### config.mk
export PLATFORM = sky130hd
export DESIGN_NAME = cdb_arbiter
export DESIGN_NICKNAME = d
export VERILOG_FILES = /design/src/rtl/cdb_pkg.sv /design/src/rtl/cdb_fifo.sv /design/src/rtl/cdb_arbiter.sv
export SDC_FILE = /design/constraint.sdc
export NUM_CORES = 1
export LEC_CHECK = 0
export CORE_MARGIN = 5
export CORE_UTILIZATION = 40
export CTS_CLUSTER_DIAMETER = 80
export CTS_CLUSTER_SIZE = 10
export DETAILED_ROUTE_END_ITERATION = 16
export GPL_TIMING_DRIVEN = 0
export SKIP_CTS_REPAIR_TIMING = 1
export SLEW_MARGIN = 20
export SYNTH_ARGS = -nofsm -noshare
export SYNTH_HDL_FRONTEND = slang
export SYNTH_SLANG_ARGS = --single-unit
### constraint.sdc
create_clock -name clk_i -period 5 [get_ports clk_i]
set_input_delay 1.5 -clock clk_i [delete_from_list [all_inputs] [get_ports clk_i]]
set_output_delay 1.5 -clock clk_i [all_outputs]
set_load 0.02 [all_outputs]
### src/rtl/cdb_pkg.sv
// cdb_pkg: shared FU ids, default widths and result entry type for the CDB arbiter
package cdb_pkg;
  localparam int NUM_FU = 3;
  localparam logic [1:0] FU_ALU = 2'd0;
  localparam logic [1:0] FU_LSU = 2'd1;
  localparam logic [1:0] FU_MUL = 2'd2;
  localparam int TAG_W_DEF = 5;
  localparam int DATA_W_DEF = 32;
  typedef struct packed {
    logic [TAG_W_DEF-1:0]  tag;
    logic [DATA_W_DEF-1:0] data;
  } cdb_entry_t;
  function automatic logic [1:0] next_fu(input logic [1:0] f);
    return f == FU_MUL ? FU_ALU : f + 2'd1;
  endfunction
endpackage

### src/rtl/cdb_fifo.sv
// cdb_fifo: small order-preserving result FIFO; pushes while full and pops while empty are dropped
module cdb_fifo #(
  parameter int DEPTH = 2,
  parameter int W = 37
) (
  input  logic         clk,
  input  logic         rst,
  input  logic         push,
  input  logic         pop,
  input  logic [W-1:0] din,
  output logic         full,
  output logic         empty,
  output logic [W-1:0] head
);
  localparam int AW = $clog2(DEPTH);
  localparam int CW = AW + 1;
  logic [W-1:0] mem [DEPTH];
  logic [AW-1:0] wp, rp;
  logic [CW-1:0] cnt;
  logic do_push, do_pop;
  assign full = cnt == CW'(DEPTH);
  assign empty = cnt == '0;
  assign do_push = push && !full;
  assign do_pop = pop && !empty;
  assign head = mem[rp];
  always_ff @(posedge clk)
    if (do_push) mem[wp] <= din;
  always_ff @(posedge clk)
    if (rst) begin
      wp <= '0;
      rp <= '0;
      cnt <= '0;
    end else begin
      if (do_push) wp <= wp + 1'b1;
      if (do_pop) rp <= rp + 1'b1;
      cnt <= cnt + CW'(do_push) - CW'(do_pop);
    end
endmodule

### src/rtl/cdb_arbiter.sv
// cdb_arbiter: buffers ALU/LSU/MUL results and broadcasts one per cycle round-robin on a registered CDB
module cdb_arbiter
  import cdb_pkg::*;
#(
  parameter int DEPTH = 2,
  parameter int TAG_W = TAG_W_DEF,
  parameter int DATA_W = DATA_W_DEF
) (
  input  logic              clk_i,
  input  logic              reset_i,
  input  logic              alu_valid_i,
  output logic              alu_ready_o,
  input  logic [TAG_W-1:0]  alu_reg_addr_i,
  input  logic [DATA_W-1:0] alu_data_i,
  input  logic              lsu_valid_i,
  output logic              lsu_ready_o,
  input  logic [TAG_W-1:0]  lsu_reg_addr_i,
  input  logic [DATA_W-1:0] lsu_data_i,
  input  logic              mul_valid_i,
  output logic              mul_ready_o,
  input  logic [TAG_W-1:0]  mul_reg_addr_i,
  input  logic [DATA_W-1:0] mul_data_i,
  output logic              cdb_en_o,
  output logic [TAG_W-1:0]  cdb_reg_addr_o,
  output logic [DATA_W-1:0] cdb_data_o,
  output logic [1:0]        cdb_src_o
);
  localparam int W = TAG_W + DATA_W;
  logic [NUM_FU-1:0] valid, full, empty, pop;
  logic [W-1:0] din [NUM_FU];
  logic [W-1:0] head [NUM_FU];
  logic [1:0] last_grant, s0, s1, s2, gnt;
  logic gnt_v;
  assign valid = {mul_valid_i, lsu_valid_i, alu_valid_i};
  assign din[FU_ALU] = {alu_reg_addr_i, alu_data_i};
  assign din[FU_LSU] = {lsu_reg_addr_i, lsu_data_i};
  assign din[FU_MUL] = {mul_reg_addr_i, mul_data_i};
  assign {mul_ready_o, lsu_ready_o, alu_ready_o} = ~full;
  genvar i;
  for (i = 0; i < NUM_FU; i++) begin : g_fifo
    cdb_fifo #(.DEPTH(DEPTH), .W(W)) u_fifo (
      .clk(clk_i),
      .rst(reset_i),
      .push(valid[i]),
      .pop(pop[i]),
      .din(din[i]),
      .full(full[i]),
      .empty(empty[i]),
      .head(head[i])
    );
  end
  // search order starts one past the last winner
  always_comb begin
    s0 = next_fu(last_grant);
    s1 = next_fu(s0);
    s2 = next_fu(s1);
    gnt = !empty[s0] ? s0 : !empty[s1] ? s1 : s2;
    gnt_v = ~&empty;
    pop = gnt_v ? NUM_FU'(1) << gnt : '0;
  end
  always_ff @(posedge clk_i)
    if (reset_i) begin
      cdb_en_o <= 1'b0;
      cdb_reg_addr_o <= '0;
      cdb_data_o <= '0;
      cdb_src_o <= FU_ALU;
      last_grant <= FU_MUL;
    end else begin
      cdb_en_o <= gnt_v;
      if (gnt_v) begin
        {cdb_reg_addr_o, cdb_data_o} <= head[gnt];
        cdb_src_o <= gnt;
        last_grant <= gnt;
      end
    end
endmodule

Word level (Yosys, flattened, before mapping) --
Memory sizes are Yosys's and may differ from the RTL's. A register that Yosys moved wholly into a read port is not among the register bits. Index checks and enable logic that the tools add are counted.
Word-level totals: memory bits (read-only) 0, bits in latches 0, word-level logic and storage cells 86, memory bits (writable) 222, memories kept 3, output and inout bits 43, flip-flop bits (word level) 54
Cells by class: mux-type cells 25, div/mod/pow operators 0, reductions and logical operators 17, magnitude comparators 3, shift-type cells 1, equality and inequality tests 6, multiply operators 0, add/sub/neg operators 15, bitwise gates (word level) 2
Memory list:
- g_fifo[0].u_fifo.mem | words 2, bits a word 37, read ports 1, clocked after memory_dff 1, wr ports 1, line cdb_fifo.sv:17 | logic [W-1:0] mem [DEPTH];
- g_fifo[1].u_fifo.mem | words 2, bits a word 37, read ports 1, clocked after memory_dff 1, wr ports 1, line cdb_fifo.sv:17
- g_fifo[2].u_fifo.mem | words 2, bits a word 37, read ports 1, clocked after memory_dff 1, wr ports 1, line cdb_fifo.sv:17
Operators with widths (number):
- binary-select mux 37 bit (select 2 bit) | 1
- 2-to-1 mux 37 bit | 2
- 2-to-1 mux 1 bit | 14
- == test 2 bit, second input constant | 6
- 2-to-1 mux 2 bit | 5
- zero test 1 bit | 7
- adder 1 bit, second input constant | 6
- adder 2 x 1 -> 2 bit | 3
- adder 2 x 1 -> 2 bit, second input constant | 3
- logical AND 1 bit | 6
- zero test 2 bit | 3
- less-than comparator 2 x 3 -> 1 bit, second input constant | 2
- subtractor 2 x 1 -> 2 bit | 3
- binary-select mux 1 bit (select 2 bit) | 2
- greater-or-equal comparator 3 bit, second input constant | 1
- 2-to-1 mux 3 bit | 1
- inverter 2 -> 3 bit | 1
- inverter 3 bit | 1
- AND reduction 3 bit | 1
- << shifter 1 x 2 -> 3 bit, first input constant | 1

Logic depth before layout (Yosys ltp) --
Gate-level depths: netlist of the first run.
depth after elaboration 13, mapped depth 10, gate-level depth less buffers 10

Cells and area by module --
A second synthesis of the first run with hierarchy kept.
Unflattened totals: cells, all modules 710, area, all modules 11151.9 um^2
By module, submodules not included:
- cdb_fifo | cells each 142, area each 2900.3 um^2, seq. area each 2322.2 um^2, times used 3
- cdb_arbiter | cells each 284, area each 2451.1 um^2, seq. area each 820.8 um^2, times used 1

Worst setup path after synthesis of the first run --
OpenSTA, ideal clock, no wires.
path type input port to flip-flop, from input alu_valid_i, to memory g_fifo[0].u_fifo.mem[0][0] (enable), path buffers 0, stages 2, required time 4.569 ns, setup time 0.431 ns, slack 1.414 ns, arrival 3.154 ns, cell sequence nand2_1 > nor2_1
On the way: longest elaborated chain between the ends 3
RTL lines:
- from (decl) | line cdb_arbiter.sv:11 | input logic alu_valid_i,
- logical AND 1 bit | line cdb_fifo.sv:23 | assign do_push = push && !full;
- 2-to-1 mux 1 bit | line cdb_fifo.sv:27 | if (do_push) mem[wp] <= din;
- 2-to-1 mux 1 bit (implied by the code) | line cdb_fifo.sv:27
- to (decl) | line cdb_fifo.sv:17
Every way passes these cells.

Worst setup path in the final report of the first run --
from register g_fifo[2].u_fifo.cnt[0], to output mul_ready_o
On the way: longest elaborated chain between the ends 2
RTL lines:
- from (decl) | line cdb_fifo.sv:19 | logic [CW-1:0] cnt;
- from (signal assigned) | line cdb_fifo.sv:36 | cnt <= cnt + CW'(do_push) - CW'(do_pop);
- == test 2 bit | line cdb_fifo.sv:21 | assign full = cnt == CW'(DEPTH);
- inverter 3 bit | line cdb_arbiter.sv:38 | assign {mul_ready_o, lsu_ready_o, alu_ready_o} = ~full;
- to (decl) | line cdb_arbiter.sv:20 | output logic mul_ready_o,
Every way passes these cells.

==> impl_metrics.yaml, run 1 <==
die:
  start_util: 0.405
  placeableCoreArea_um2: 27000
  core.rowCount: 60
  io_pins: 159
  dieArea_um2: 30700
  die_w_um: 175
  fp.dieH_um: 175
worst_hold_path:
  hold_path_end: "cdb_src_o[1]"
  holdPathStages: 2
  hp-class: "reg2reg"
  hp-start: "cdb_src_o[1]"
timing:
  setup_viol: 0
  finalCritPeriodShare: 0.658
  hold_viol: 0
  final_max_slew_viol_count: 0
  max_freq_mhz: 304
  worst-slew-pin-transition_ns: 0.830
  maxSlewHeadroom: 0.447
  rsz0062_at_grt: "false"
  finClkSkew_ns: 0.0254
  worst_slack_ns: 1.71
  fin_tns_setup_ns: 0
  period_needed_ns: 3.29
yosys:
  yosysMostFrequentCell: "edfxtp_1"
  syn_avg_cell_area_um2: 15.0
  ys_warn_count: 0
  synth_compound_area_frac: 0.106
  synth_area_um2: 10900
  synth_top_family_by_area: "compound AO/OA/AOI/OAI gates"
  ys_types: 39
  synth_largest_area_cell: "edfxtp_1"
  ys.flop_type: "edfxtp_1"
  yosys.area_share.adder: 0.00687
  yosys.area_share.xor_xnor: 0.00962
  synth_area_leaders: "edfxtp_1 (61%), dfxtp_1 (10%), mux2_2 (4.7%)"
  synthTopCellsByCount: "edfxtp_1 (222), dfxtp_1 (56), a21oi_1 (52)"
  synth_seq_area_share: 0.713
  synth_simple_gate_area_frac: 0.0578
  synthMuxAreaShare: 0.0831
  synth_top_area_share: 0.610
  syn-num-nets: 851
  yosys_register_bits: 278
  async_flop_share: 0
  synth_edf_count: 222
  syn_inst: 729
pwr:
  vdd_drop_max_mv: 0.269
  p_per_area_nw_per_um2: 585
  power_leakage_uw: 0.00474
cells_and_area:
  drive_above_1_share: 0.122
  final_nets: 1048
  fin_util: 0.520
  area_growth_pct: 28.2
drt:
  routed_via_density: 5.11
  route.vias.total: 6600
  drt-initial-drc-count: 445
  drc: 0
  first_pass_iters: 4
  routed_wl_um: 26700
  routedWlPerCell_um: 20.6
  ant_nets: 0
global_routing:
  grt_pass1_vias: 6653
  grt.overflow.total: 0
  grt_max_degree: 24
  grt_usage: 0.172
  antenna_found_initial: 3
  grt_pass1_wl_um: 40200
setup_path:
  r2r_end: "g_fifo[1].u_fifo.cnt[1]"
  r2r_slack_ns: 2.60
  crit_family: "buffers and inverters"
  cpPeakStageDelay_ns: 0.62
  reg2reg_from: "g_fifo[0].u_fifo.cnt[1]"
  worst_setup_path_start_kind: "register"
  r2r_cells: 9
  cpMaxStageDelayCell: "clkdlybuf4s50_1"
  crit_required_ns: 3.50
  worstPathCellList: "inv_1 > nand2_1 > clkdlybuf4s50_1"
  critPathBufInv: 2
  endpoint_kind: "primary output"
  crit_path_max_fanout: 4
  path_class: "reg2out"
  critPathArrivalTime_ns: 1.79
placed_design:
  place_ws_ns: 1.77
  gp_congestion: 0.812
  numPortBuffers: 157
  place_hpwl_um: 19700
flow_run:
  cap_violations: 0
clock_network:
  cts_buffers: 31
  path_clk_slew_ns: 0.06
  clk_path_buf_depth: 3
  cts_tree: "built"
  clk-insertion-delay-late_ns: 0.55
  h-tree-depth: 1
  cts.root.buffer_cell: "clkbuf_16"
  cts_sinks: 278
run_status:
  outcome: "finished clean"
==> how the worst max path moves through the flow <==
stage	from	cells past startpoint	slack, ns	end
CTS	g_fifo[0].u_fifo.cnt[0]	3	1.69	alu_ready_o
global placement	lsu_valid_i	3	-0.29	g_fifo[1].u_fifo.mem[0][34]
global route	g_fifo[2].u_fifo.cnt[0]	3	1.61	mul_ready_o
finish	g_fifo[2].u_fifo.cnt[0]	3	1.71	mul_ready_o
floorplan	alu_valid_i	2	1.41	g_fifo[0].u_fifo.mem[0][0]
detailed placement	alu_valid_i	4	1.77	g_fifo[0].u_fifo.mem[0][35]
==> flip-flops by register name, summed over array words and instances, names as in the netlist, named ones only <==
signal and flops:
cdb_data_o 32, cdb_src_o 2, last_grant 1, cdb_en_o 1
g_fifo.u_fifo.mem 222, g_fifo.u_fifo.cnt 6, g_fifo.u_fifo.rp 3, cdb_reg_addr_o 5
g_fifo.u_fifo.wp 3
==> worst min-delay path, delay by kind of cell (launching register included) <==
kind | cells | cell delay (ns)
flip-flops | 1 | 0.33
AO/OA/AOI/OAI | 1 | 0.05
AND/OR/NAND/NOR | 1 | 0.06
==> cell usage in the layout, fill, tap and decap left out, types with 11 or more instances in the layout <==
master	count
buf_2	11
clkbuf_16	31
nor2_1	30
o211ai_1	34
clkdlybuf4s50_1	157
o21bai_1	29
dfxtp_1	56
mux2i_1	39
edfxtp_1	222
a31oi_1	28
clkbuf_1	49
nand2b_1	26
nand2_1	12
a21oi_1	52
mux2_2	46
or3_1	29
==> metal layers <==
metal | GRT usage | up-vias | part of all wire
met2 | 0.263 | 172 | 0.45
met3 | 0.0392 | 45 | 0.065
met5 | 0 | - | 0.0010
met1 | 0.247 | 3190 | 0.45
met4 | 0.0484 | 4 | 0.026
li1 | - | 3189 | -
==> final cells by class <==
cell class | count | area, µm²
clock buffers | 57 | 883
inverters | 10 | 37.5
diodes | 1 | 2.50
repair buffers | 164 | 1740
plain buffers | 47 | 228
flip-flops and latches | 278 | 7790
well taps | 341 | 427
multi-input cells | 394 | 2900
fillers | 2319 | 12900
==> power breakdown <==
group          internal, µW  switching [µW]  leakage, µW  total (µW)
sequential             2980             186      0.00254        3170
clock                  1170             831     0.000419        2000
combinational          1220            1800      0.00178        3020
total                  5370            2810      0.00474        8190
==> kinds of logic (layout without fill, tap and decap cells) <==
logic type | count (synthesis) | in the layout
buf+inv | 57 | 278
flops | 278 | 278
mux | 85 | 85
simple gates | 116 | 116
other cells | 0 | 1
compound gates | 175 | 175
xor+xnor | 12 | 12
fa+ha+maj | 6 | 6
==> through the flow <==
stage               cells  instance area [µm²]  power, µW  hold WS (ns)
floorplan             729                10900       5040         0.472
global placement     1227                12900       6160         0.470
detailed placement   1234                13100       6260         0.471
CTS                  1291                14000       8270         0.479
global route         1292                14000       8660         0.496
finish               1292                14000       8190         0.484
(Power assumes the default switching activity.)
==> run 2: changes to the inputs <==
- clock period: 5 -> 2.85 ns (I/O delays scaled with it)
==> impl_metrics.yaml, run 2 (synthesized netlist as in run 1, its figures left out) <==
run_status:
  outcome: "finished clean"
die:
  placeableCoreArea_um2: 27000
  die_w_um: 175
  fp.dieH_um: 175
  core.rowCount: 60
  start_util: 0.405
  dieArea_um2: 30700
  io_pins: 159
clock_network:
  h-tree-depth: 1
  cts_sinks: 278
  clk_path_buf_depth: 3
  cts_tree: "built"
  cts_buffers: 31
  clk-insertion-delay-late_ns: 0.54
  path_clk_slew_ns: 0.06
  cts.root.buffer_cell: "clkbuf_16"
drt:
  first_pass_iters: 5
  ant_nets: 0
  routed_via_density: 5.10
  routedWlPerCell_um: 20.4
  route.vias.total: 6583
  routed_wl_um: 26400
  drt-initial-drc-count: 402
  drc: 0
cells_and_area:
  final_nets: 1047
  seq_area_um2: 7790
  max_flop_register: "g_fifo.u_fifo.mem"
  finalNonFillerCells: 1292
  fin_area_um2: 14000
  reg_top3: "g_fifo.u_fifo.mem x222, cdb_data_o x32, g_fifo.u_fifo.cnt x6"
  most-common-layout-cells: "edfxtp_1 (222), clkdlybuf4s50_1 (157), dfxtp_1 (56), a21oi_1 (52), clkbuf_1 (49)"
  multiInputGateArea_um2: 2900
  mostFrequentLayoutCell: "edfxtp_1"
  area_growth_pct: 28.2
  drive_above_1_share: 0.122
  fillCellCount: 2324
  largest_register_ffs: 222
placed_design:
  placed_cells: 1233
  gp_congestion: 0.798
  numPortBuffers: 157
  place_hpwl_um: 19600
  placedInstanceArea_um2: 13100
  place_ws_ns: 0.258
global_routing:
  grt_pass1_vias: 6714
  grt_pass1_wl_um: 40300
  grt_max_degree: 24
  grt_usage: 0.170
  grt.overflow.total: 0
  antenna_found_initial: 1
setup_path:
  cpPeakStageDelay_ns: 0.62
  crit_required_ns: 2.00
  crit_path_max_fanout: 4
  worstPathCellList: "inv_1 > nand2_1 > clkdlybuf4s50_1"
  critPathArrivalTime_ns: 1.79
  endpoint_kind: "primary output"
  crit_family: "buffers and inverters"
  critPathBufInv: 2
  cpMaxStageDelayCell: "clkdlybuf4s50_1"
  path_class: "reg2out"
  worst_setup_path_start_kind: "register"
timing:
  rsz0062_at_grt: "false"
  finClkSkew_ns: 0.0140
  finalCritPeriodShare: 0.928
  max_freq_mhz: 378
  setup_viol: 0
  final_max_slew_viol_count: 0
  period_needed_ns: 2.65
  worst_slack_ns: 0.204
  worst-slew-pin-transition_ns: 0.740
  hold_viol: 0
  maxSlewHeadroom: 0.507
  hold_slack_ns: 0.472
pwr:
  vdd_drop_max_mv: 0.605
  p_per_area_nw_per_um2: 1030
  power_uw: 14400
  power_leakage_uw: 0.00474
flow_run:
  cap_violations: 0
worst_hold_path:
  hp-class: "reg2reg"
-- run 2: changes by cell type in the layout (fill, tap and decap cells not counted) --
cell and change:
inv_6 +1, buf_16 +2, buf_12 -3
-- run 2: layer usage --
layer  global-route usage  up-vias  part of all wire
met3               0.0411       33             0.066
met4               0.0340        2             0.014
met5                    0        -           0.00049
li1                     -     3191                 -
met1                0.247     3189              0.47
met2                0.264      168              0.45
-- run 2: worst reg2reg max path: stages (launching register included) --
cell     delay (ns)
dfxtp_1        0.38
nor4_2         0.49
a32oi_4        0.11
a21oi_1        0.37
ha_1           0.30
inv_1          0.05
ha_1           0.14
xor2_1         0.17
xnor2_1        0.14
nor2_1         0.05
-- run 2: layout make-up --
| cell class | instances | area share |
|---|---|---|
| diodes | 1 | 0.000179 |
| inverters | 10 | 0.00268 |
| clock buffers | 57 | 0.0630 |
| repair buffers | 163 | 0.124 |
| flip-flops and latches | 278 | 0.556 |
| well taps | 341 | 0.0305 |
| plain buffers | 47 | 0.0163 |
| multi-input cells | 394 | 0.207 |
| clock inverters | 1 | 0.000625 |
-- run 2: path summary, 6_finish.rpt --
kind,startpoint,depth (start not counted),slack (ns),endpoint
worst min-delay path,cdb_src_o[1],2,0.47,cdb_src_o[1]
worst max register to register,g_fifo[0].u_fifo.cnt[1],9,0.51,g_fifo[1].u_fifo.cnt[1]
worst min register to register,cdb_src_o[1],2,0.47,cdb_src_o[1]
worst max-delay path,g_fifo[2].u_fifo.cnt[0],3,0.20,mul_ready_o
-- run 2: power breakdown --
| part | switching, µW | internal [µW] |
|---|---|---|
| registers | 329 | 5240 |
| clock network | 1470 | 2060 |
| logic | 3130 | 2140 |
| total | 4930 | 9430 |
-- run 2: stage by stage --
step	util	setup TNS, ns
CTS	0.520	0
detailed placement	0.487	0
global placement	0.480	-110.60
finish	0.520	0
global route	0.520	0
floorplan	-	0
